File: config.mk
export PLATFORM = sky130hd
export DESIGN_NAME = sprite_compositor
export DESIGN_NICKNAME = d
export VERILOG_FILES = /design/src/rtl/vga_pkg.sv /design/src/rtl/sprite_hit.sv /design/src/rtl/sprite_compositor.sv
export SDC_FILE = /design/constraint.sdc
export NUM_CORES = 1
export LEC_CHECK = 0
export CAP_MARGIN = 30
export CORE_ASPECT_RATIO = 1.4
export CORE_MARGIN = 3
export CORE_UTILIZATION = 52
export CTS_BUF_LIST = sky130_fd_sc_hd__clkbuf_16
export DETAILED_ROUTE_END_ITERATION = 16
export HOLD_SLACK_MARGIN = 0.12
export PLACE_DENSITY = 0.8
export RECOVER_POWER = 100
export SYNTH_ARGS = -nofsm -noshare
export SYNTH_HDL_FRONTEND = slang
export SYNTH_SLANG_ARGS = --single-unit
File: constraint.sdc
create_clock -name VGA_clk -period 5.8 [get_ports VGA_clk]
set_input_delay 0.58 -clock VGA_clk [delete_from_list [all_inputs] [get_ports VGA_clk]]
set_output_delay 0.58 -clock VGA_clk [all_outputs]
set_load 0.01 [all_outputs]
File: src/rtl/vga_pkg.sv
// Shared constants and stage bundle for the
// sprite compositor pixel pipeline.
package vga_pkg;

  localparam int H_ACTIVE_DEF = 640;
  localparam int V_ACTIVE_DEF = 480;

  localparam logic SHAPE_BOX   = 1'b0;
  localparam logic SHAPE_CROSS = 1'b1;

  localparam logic [2:0] RGB_RED   = 3'b100;
  localparam logic [2:0] RGB_GREEN = 3'b010;
  localparam logic [2:0] RGB_BLUE  = 3'b001;
  localparam logic [2:0] RGB_BLACK = 3'b000;

  typedef struct packed {
    logic da;
    logic hs;
    logic vs;
    logic bl;
    logic border;
  } s1_s2_t;

endpackage

File: src/rtl/sprite_hit.sv
// Combinational box/cross coverage test of one
// sprite against the current pixel.
module sprite_hit
  import vga_pkg::*;
#(
  parameter int SPR_W = 10,
  parameter int SPR_H = 10,
  parameter int X_W   = 10,
  parameter int Y_W   = 9
) (
  input  logic [9:0]     xCount,
  input  logic [9:0]     yCount,
  input  logic [X_W-1:0] sx,
  input  logic [Y_W-1:0] sy,
  input  logic           shape,
  output logic           hit
);

  localparam int MW = (X_W > Y_W) ? X_W : Y_W;
  localparam int CW = ((MW > 10) ? MW : 10) + 3;

  localparam logic signed [CW-1:0] W  = CW'(SPR_W);
  localparam logic signed [CW-1:0] H  = CW'(SPR_H);
  localparam logic signed [CW-1:0] W2 = CW'(2 * SPR_W);
  localparam logic signed [CW-1:0] H2 = CW'(2 * SPR_H);

  logic signed [CW-1:0] px, py, x0, y0;
  logic signed [CW-1:0] lo, loC;
  logic rows, cols, box;
  logic left, right, lower;

  assign px = $signed(CW'(xCount));
  assign py = $signed(CW'(yCount));
  assign x0 = $signed(CW'(sx));
  assign y0 = $signed(CW'(sy));

  // left arm clips at column 0 instead of wrapping
  assign lo  = x0 - W;
  assign loC = lo[CW-1] ? '0 : lo;

  assign rows = (py > y0) && (py < y0 + H);
  assign cols = (px > x0) && (px < x0 + W);
  assign box  = rows && cols;

  assign left  = rows && (px > loC) && (px < x0);
  assign right = rows && (px > x0 + W) && (px < x0 + W2);
  assign lower = cols && (py > y0 + H) && (py < y0 + H2);

  assign hit = box ||
    ((shape == SHAPE_CROSS) && (left || right || lower));

endmodule

File: src/rtl/sprite_compositor.sv
// Two-stage sprite/border/overlay compositor with
// per-frame shadow latch and collision flags.
module sprite_compositor
  import vga_pkg::*;
#(
  parameter int NUM_SPRITES = 4,
  parameter int SPR_W       = 10,
  parameter int SPR_H       = 10,
  parameter int X_W         = 10,
  parameter int Y_W         = 9,
  parameter int H_ACTIVE    = H_ACTIVE_DEF,
  parameter int V_ACTIVE    = V_ACTIVE_DEF,
  parameter int BORDER      = 11
) (
  input  logic                       VGA_clk,
  input  logic                       resetn,
  input  logic [9:0]                 xCount,
  input  logic [9:0]                 yCount,
  input  logic                       displayArea,
  input  logic                       hSync_in,
  input  logic                       vSync_in,
  input  logic                       blank_n_in,
  input  logic [NUM_SPRITES*X_W-1:0] spr_x,
  input  logic [NUM_SPRITES*Y_W-1:0] spr_y,
  input  logic [NUM_SPRITES-1:0]     spr_en,
  input  logic [NUM_SPRITES-1:0]     spr_shape,
  input  logic [NUM_SPRITES*3-1:0]   spr_rgb,
  input  logic                       win,
  input  logic                       lose,
  output logic [7:0]                 VGA_R,
  output logic [7:0]                 VGA_G,
  output logic [7:0]                 VGA_B,
  output logic                       VGA_hSync,
  output logic                       VGA_vSync,
  output logic                       blank_n,
  output logic                       frame_done,
  output logic [NUM_SPRITES-1:0]     coll_flags
);

  localparam int N = NUM_SPRITES;

  logic [N*X_W-1:0] shX;
  logic [N*Y_W-1:0] shY;
  logic [N-1:0]     shEn;
  logic [N-1:0]     shShape;
  logic [N*3-1:0]   shRgb;
  logic [N-1:0]     collAcc;

  logic [N-1:0] rawHit, hit0, hit1;
  logic         latch, border0, multi;
  s1_s2_t       s1;
  logic [2:0]   sprRgb, rgbNext, rgb2;
  logic         sprAny;

  assign latch = (xCount == 10'd0) &&
                 (yCount == 10'(V_ACTIVE));

  for (genvar i = 0; i < N; i++) begin : g_spr
    sprite_hit #(
      .SPR_W(SPR_W),
      .SPR_H(SPR_H),
      .X_W  (X_W),
      .Y_W  (Y_W)
    ) u_hit (
      .xCount(xCount),
      .yCount(yCount),
      .sx    (shX[i*X_W +: X_W]),
      .sy    (shY[i*Y_W +: Y_W]),
      .shape (shShape[i]),
      .hit   (rawHit[i])
    );
  end

  assign hit0 = rawHit & shEn & {N{displayArea}};

  assign border0 = (BORDER != 0) && (
    (xCount <  10'(BORDER)) ||
    (xCount >= 10'(H_ACTIVE - BORDER)) ||
    (yCount <  10'(BORDER)) ||
    (yCount >= 10'(V_ACTIVE - BORDER)));

  // two or more hits on the same pixel
  assign multi = |(hit1 & (hit1 - N'(1)));

  always_ff @(posedge VGA_clk or negedge resetn) begin
    if (!resetn) begin
      shX        <= '0;
      shY        <= '0;
      shEn       <= '0;
      shShape    <= '0;
      shRgb      <= '0;
      collAcc    <= '0;
      coll_flags <= '0;
      frame_done <= 1'b0;
    end else begin
      frame_done <= latch;
      if (latch) begin
        shX        <= spr_x;
        shY        <= spr_y;
        shEn       <= spr_en;
        shShape    <= spr_shape;
        shRgb      <= spr_rgb;
        coll_flags <= collAcc;
        collAcc    <= '0;
      end else if (multi) begin
        collAcc <= collAcc | hit1;
      end
    end
  end

  always_ff @(posedge VGA_clk or negedge resetn) begin
    if (!resetn) begin
      hit1 <= '0;
      s1   <= '{da: 1'b0, hs: 1'b1, vs: 1'b1,
                bl: 1'b0, border: 1'b0};
    end else begin
      hit1 <= hit0;
      s1   <= '{da: displayArea, hs: hSync_in,
                vs: vSync_in, bl: blank_n_in,
                border: border0};
    end
  end

  always_comb begin
    sprAny = 1'b0;
    sprRgb = RGB_BLACK;
    for (int i = 0; i < N; i++) begin
      if (hit1[i] && !sprAny) begin
        sprAny = 1'b1;
        sprRgb = shRgb[i*3 +: 3];
      end
    end
    priority case (1'b1)
      !s1.da:    rgbNext = RGB_BLACK;
      lose:      rgbNext = RGB_RED;
      win:       rgbNext = RGB_GREEN;
      sprAny:    rgbNext = sprRgb;
      s1.border: rgbNext = RGB_BLUE;
      default:   rgbNext = RGB_BLACK;
    endcase
  end

  always_ff @(posedge VGA_clk or negedge resetn) begin
    if (!resetn) begin
      rgb2      <= RGB_BLACK;
      VGA_hSync <= 1'b1;
      VGA_vSync <= 1'b1;
      blank_n   <= 1'b0;
    end else begin
      rgb2      <= rgbNext;
      VGA_hSync <= s1.hs;
      VGA_vSync <= s1.vs;
      blank_n   <= s1.bl;
    end
  end

  assign VGA_R = {8{rgb2[2]}};
  assign VGA_G = {8{rgb2[1]}};
  assign VGA_B = {8{rgb2[0]}};

endmodule
# Yosys cells after proc, flatten, opt, wreduce, memory -nomap -nowiden
# Index checks and enable logic that the tools add are counted.
dict set report totals {
  reg_bits 120
  input_bits 124
  output_inout_bits 32
}
dict set report classes {
  addsub 21
  magnitude_cmp 44
  eq_ne 1
  mux 19
  bitwise_logic 4
  reduce_logical 65
}
# operator n
set op_table {}
lappend op_table {{11-bit by 13-bit < comparator with 1-bit output} 16}
lappend op_table {{11-bit by 13-bit > comparator with 1-bit output} 12}
lappend op_table {{12-bit two-way mux} 4}
lappend op_table {{10-bit by 4-bit adder with 11-bit output (second input constant)} 4}
lappend op_table {{10-bit by 5-bit adder with 11-bit output (second input constant)} 4}
lappend op_table {{1-bit logical AND} 44}
lappend op_table {{10-bit by 4-bit subtractor with 11-bit output (second input constant)} 4}
lappend op_table {{9-bit by 4-bit adder with 10-bit output (second input constant)} 4}
lappend op_table {{9-bit by 5-bit adder with 10-bit output (second input constant)} 4}
lappend op_table {{10-bit > comparator} 4}
lappend op_table {{10-bit by 9-bit > comparator with 1-bit output} 4}
lappend op_table {{10-bit < comparator} 4}
lappend op_table {{3-bit two-way mux} 8}
lappend op_table {{10-bit by 4-bit < comparator with 1-bit output (second input constant)} 2}
lappend op_table {{1-bit logical OR} 15}
lappend op_table {{4-bit AND} 3}
lappend op_table {{10-bit by 9-bit equality test with 1-bit output (second input constant)} 1}
lappend op_table {{10-bit >= comparator (second input constant)} 1}
lappend op_table {{10-bit by 9-bit >= comparator with 1-bit output (second input constant)} 1}
lappend op_table {{10-bit logical NOT} 1}
lappend op_table {{4-bit two-way mux} 2}
lappend op_table {{1-bit two-way mux} 5}
lappend op_table {{4-bit OR} 1}
lappend op_table {{4-bit OR reduction} 1}
lappend op_table {{other kinds (3)} 5}

# Depth between registers and ports, before layout
dict set report logic_depth {
  depth_word 14
  mapped_depth 15
  ltp_nobuf 15
}

# Cells and area by module
# Synthesis repeated with hierarchy kept, for this count alone.
dict set report hier_totals {
  hier_cells 1456
  hier_area_um2 13307.8
}
# mod n_inst cells_per_inst area_each_um2 seq_area_each_um2
set modules_own_cells {}
lappend modules_own_cells {sprite_compositor 1 319 4773.3 3007.9}
lappend modules_own_cells {{sprite_hit at g_spr[1].u_hit ...} 2 285 2117.0 0.0}
lappend modules_own_cells {{sprite_hit at g_spr[0].u_hit} 1 285 2172.1 0.0}
lappend modules_own_cells {{sprite_hit at g_spr[2].u_hit} 1 282 2128.3 0.0}

# Worst setup path after synthesis
# Ideal clock, no wire load.
dict set report synth_path {
  path_kind {register to register}
  startpoint {reg shX[3]}
  endpoint {reg hit1[0]}
  setup_ns 0.122
  arrival_ns 2.736
  t_required_ns 5.678
  path_slack_ns 2.942
  path_stages_with_launch 13
  synth_period_minus_slack_ns 2.858
  path_cell_list {dfrtp_1 > inv_1 > ha_1 > a21oi_4 > nor4_1 > xnor2_1 > ha_1 > nand2_1 > or4b_1 > or3_1 > o2111ai_1 > nand3b_1 > a32o_1}
}
dict set report synth_between {
  elab_chain_cells 11
}
# element line_no
set synth_lines {}
lappend synth_lines {{start, declared} sprite_compositor.sv:42} ;# logic [N*X_W-1:0] shX;
lappend synth_lines {{start signal, assigned} sprite_compositor.sv:98} ;# shX <= spr_x;
lappend synth_lines {{10-bit by 4-bit subtractor with 11-bit output} sprite_hit.sv:38} ;# assign lo = x0 - W;
lappend synth_lines {{12-bit two-way mux} sprite_hit.sv:39} ;# assign loC = lo[CW-1] ? '0 : lo;
lappend synth_lines {{11-bit by 13-bit > comparator with 1-bit output} sprite_hit.sv:45} ;# assign left = rows && (px > loC) && (px < x0);
lappend synth_lines {{1-bit logical AND (2 in series)} sprite_hit.sv:45}
lappend synth_lines {{1-bit logical OR (2 in series)} sprite_hit.sv:50} ;# ((shape == SHAPE_CROSS) && (left || right || lower));
lappend synth_lines {{1-bit logical AND} sprite_hit.sv:50}
lappend synth_lines {{1-bit logical OR *} sprite_hit.sv:49} ;# assign hit = box ||
lappend synth_lines {{4-bit AND * (2 in series)} sprite_compositor.sv:74} ;# assign hit0 = rawHit & shEn & {N{displayArea}};
lappend synth_lines {{net hit0[0]} sprite_compositor.sv:49} ;# logic [N-1:0] rawHit, hit0, hit1;
lappend synth_lines {{end signal, assigned} sprite_compositor.sv:117} ;# hit1 <= hit0;
lappend synth_lines {{end, declared} sprite_compositor.sv:49}
# The timed path passes the listed nets; every way through them passes the cells marked *.
# A chain may end at the register's enable or synchronous reset.

==> impl_metrics.yaml <==
sta:
  tightest_slew_ns: 3.838
  finalSetupTns_ns: 0
  fin_crit_ns: 3.791
  hold_viol_final: 0
  rsz0062_at_grt: "no"
  finalCritPeriodShare: 0.6536
  max_slew_margin: -1.558
  skew_ns: 0.01435
  max_freq_ghz: 0.2638
  setup_violations: 0
  maxSlewViolCount: 72
  hold_ws_ns: 0.3544
clock_tree:
  ctsResizeCount: 0
  holdBufCountCts: 0
  clk_latency_ns: 0.44
  cts-root-buf: "clkbuf_16"
  cts_setup_buffers: 0
  cts-buffers-inserted: 17
  cts_buffer_depth: 2
  cts.clk_slew.worst_paths_ns: 0.06
  cts.sinks: 120
  cts_tree: "built"
  htree_num_levels: 4
worst_setup_path:
  startpoint_type: "input port"
  cp.arrival_ns: 4.30
  path_class: "input port to asynchronous set/reset pin"
  required_ns: 6.30
  end_kind: "asynchronous set/reset pin"
  crit_path_max_fanout: 71
die:
  die_height_um: 193.0
  die_w_um: 139.6
  ios: 156
  coreArea_um2: 24230
  initial_core_util: 0.5360
  rows: 67
  die_area_um2: 26930
synth:
  synth_edf_count: 0
  yosysWarnings: 0
  synth_seq_area_share: 0.2316
  yosys_register_bits: 120
  ys_types: 64
  syn_nets: 1923
  synth_cells: 1515
  synthArstFlopShare: 1.000
  synthesis.area_um2: 12980
  ys.flop_type: "dfrtp_1"
  syn_area_per_cell_um2: 8.571
cells_and_area:
  drive_above_1_share: 0.04419
  syn_to_final_growth_pct: 17.65
  multi_input_area_um2: 9281
  nets: 2047
  fillers: 2052
  ff_latch_area_um2: 3008
  final_common_cell: "ha_1"
  mostFrequentLayoutCells: "ha_1, nand2_1, clkdlybuf4s50_1"
  final_area_um2: 15280
power:
  pwr-share-seq: 0.380
  p_int_mw: 1.604
  p_switching_mw: 0.6213
  clock_power_share: 0.462
  p_comb_frac: 0.158
  p_sw_frac: 0.2792
  leakagePower_nw: 7.286
  max-vdd-ir-drop_uv: 204.5
  p_per_area_nw_per_um2: 145.7
status:
  violations: "max-capacitance violations, max-slew violations"
  outcome: "complete, but fails checks"
placed_design:
  gp_congestion: 0.9934
  place_hpwl_um: 28110
  place_area_um2: 14710
  portBuffers: 155
global_route:
  grt_overflow: 0
  grt_pass1_vias: 12066
  grt_max_degree: 145
  antenna_found_initial: 1
  grt_pass1_wl_um: 59200
  track_usage: 0.2704
detailed_routing:
  dr.first_iter.drc_count: 806
  totalWireLength_um: 36520
  drc: 0
  dr.pass1.iters: 5
  via_count: 11728
  vias_per_cell: 5.975
  routedWlPerCell_um: 18.60
  ant_nets: 0
run:
  drv_cap: 1
min_path:
  hold_path_class: "register to register"
==> cells in the mapped netlist, types with 5 or more instances <==
cell | instances | share of area
a21oi_1 | 110 | 0.042
inv_1 | 83 | 0.024
a211oi_1 | 15 | 0.0087
nor2_1 | 88 | 0.025
ha_1 | 284 | 0.27
mux2i_1 | 8 | 0.0062
nor4_1 | 10 | 0.0048
nand4b_1 | 7 | 0.0047
clkbuf_1 | 24 | 0.0069
nor2b_1 | 18 | 0.0087
nand2b_1 | 10 | 0.0048
o21bai_1 | 10 | 0.0058
mux2_2 | 24 | 0.021
o22ai_1 | 6 | 0.0029
nor3_1 | 33 | 0.013
or3_1 | 11 | 0.0053
a221oi_1 | 8 | 0.0054
and2_1 | 5 | 0.0024
nand2_1 | 161 | 0.047
mux2_1 | 8 | 0.0069
and3_1 | 13 | 0.0063
nand3_1 | 42 | 0.016
xnor2_1 | 96 | 0.065
a21o_1 | 40 | 0.023
dfrtp_1 | 116 | 0.22
xor2_1 | 16 | 0.011
o21ai_0 | 114 | 0.044
o211ai_1 | 9 | 0.0052
buf_2 | 18 | 0.0069
o21a_1 | 9 | 0.0052
o2111ai_1 | 7 | 0.0047
nand4_1 | 24 | 0.012
buf_4 | 21 | 0.012
clkinv_1 | 11 | 0.0032
==> registers in the layout, indices dropped and copies added (netlist names) <==
| name | cells |
|---|---|
| rgb2 | 3 |
| shY | 36 |
| shShape | 4 |
| VGA_vSync | 1 |
| shRgb | 12 |
| shEn | 4 |
| frame_done | 1 |
| s1 | 5 |
| VGA_hSync | 1 |
| coll_flags | 4 |
| collAcc | 4 |
| hit1 | 4 |
| blank_n | 1 |
| shX | 40 |
==> routing by layer <==
layer / routed length, um / vias to the layer above / share of wire / track usage
li1: - / 5677 / - / -
met3: 1613 / 121 / 0.044 / 0.03405
met5: 0 / - / 0 / 0
met2: 18980 / 385 / 0.52 / 0.5026
met1: 13990 / 5545 / 0.38 / 0.3023
met4: 1935 / 0 / 0.053 / 0.1409
==> cells by family (layout without fill, tap and decap cells) <==
family / Yosys count / count (layout) / synth area share
multiplexers: 40 / 40 / 0.03392
AO/OA/AOI/OAI: 360 / 360 / 0.1695
AND/OR/NAND/NOR: 442 / 442 / 0.1626
other: 0 / 1 / 0
buffers and inverters: 157 / 294 / 0.05319
XOR/XNOR: 112 / 112 / 0.07554
flip-flops: 120 / 120 / 0.2316
adder cells (fa/ha/maj): 284 / 284 / 0.2737
==> critical path, cell delays in order <==
cell and delay (ns):
clkbuf_4 0.10, clkbuf_1 2.68, buf_4 0.88
==> power by group through the flow <==
stage	Clock [mW]	Combinational [mW]	Sequential, mW
2_1_floorplan	0	0.149	0.861
3_3_place_gp	0	0.336	0.860
3_5_place_dp	0	0.350	0.860
4_1_cts	1.04	0.353	0.845
5_1_grt	1.07	0.391	0.845
6_report	1.03	0.353	0.845
==> stage by stage <==
| stage | worst slack (ns) | utilization | power [mW] | std cells |
|---|---|---|---|---|
| after global placement | 2.158 | 0.6058 | 1.196 | 1927 |
| final | 2.009 | 0.6306 | 2.225 | 1963 |
| after floorplan | 2.942 | - | 1.010 | 1515 |
| after detailed placement | 2.183 | 0.6070 | 1.210 | 1928 |
| after CTS | 2.424 | 0.6299 | 2.237 | 1960 |
| after global routing | 1.126 | 0.6306 | 2.310 | 1963 |
==> layout make-up <==
type	count	share of cell area
multi-input cells	1238	0.6075
flip-flops and latches	120	0.1969
repair buffers	168	0.1106
clock buffers	17	0.02785
well taps	310	0.02539
inverters	94	0.02310
clock inverters	15	0.008518
diodes	1	0.0001638
==> path summary, 6_finish.rpt <==
path	start	to	slack, ns	cells after the start
max	resetn	shX[5]	2.01	3
min	s1[3]	VGA_hSync	0.35	0
max reg2reg	shY[3]	hit1[0]	2.43	13
min reg2reg	s1[3]	VGA_hSync	0.35	0
max in group VGA_clk	yCount[5]	shX[0]	2.23	6
min in group asynchronous	resetn	rgb2[1]	1.61	2
(Power assumes the default switching activity.)
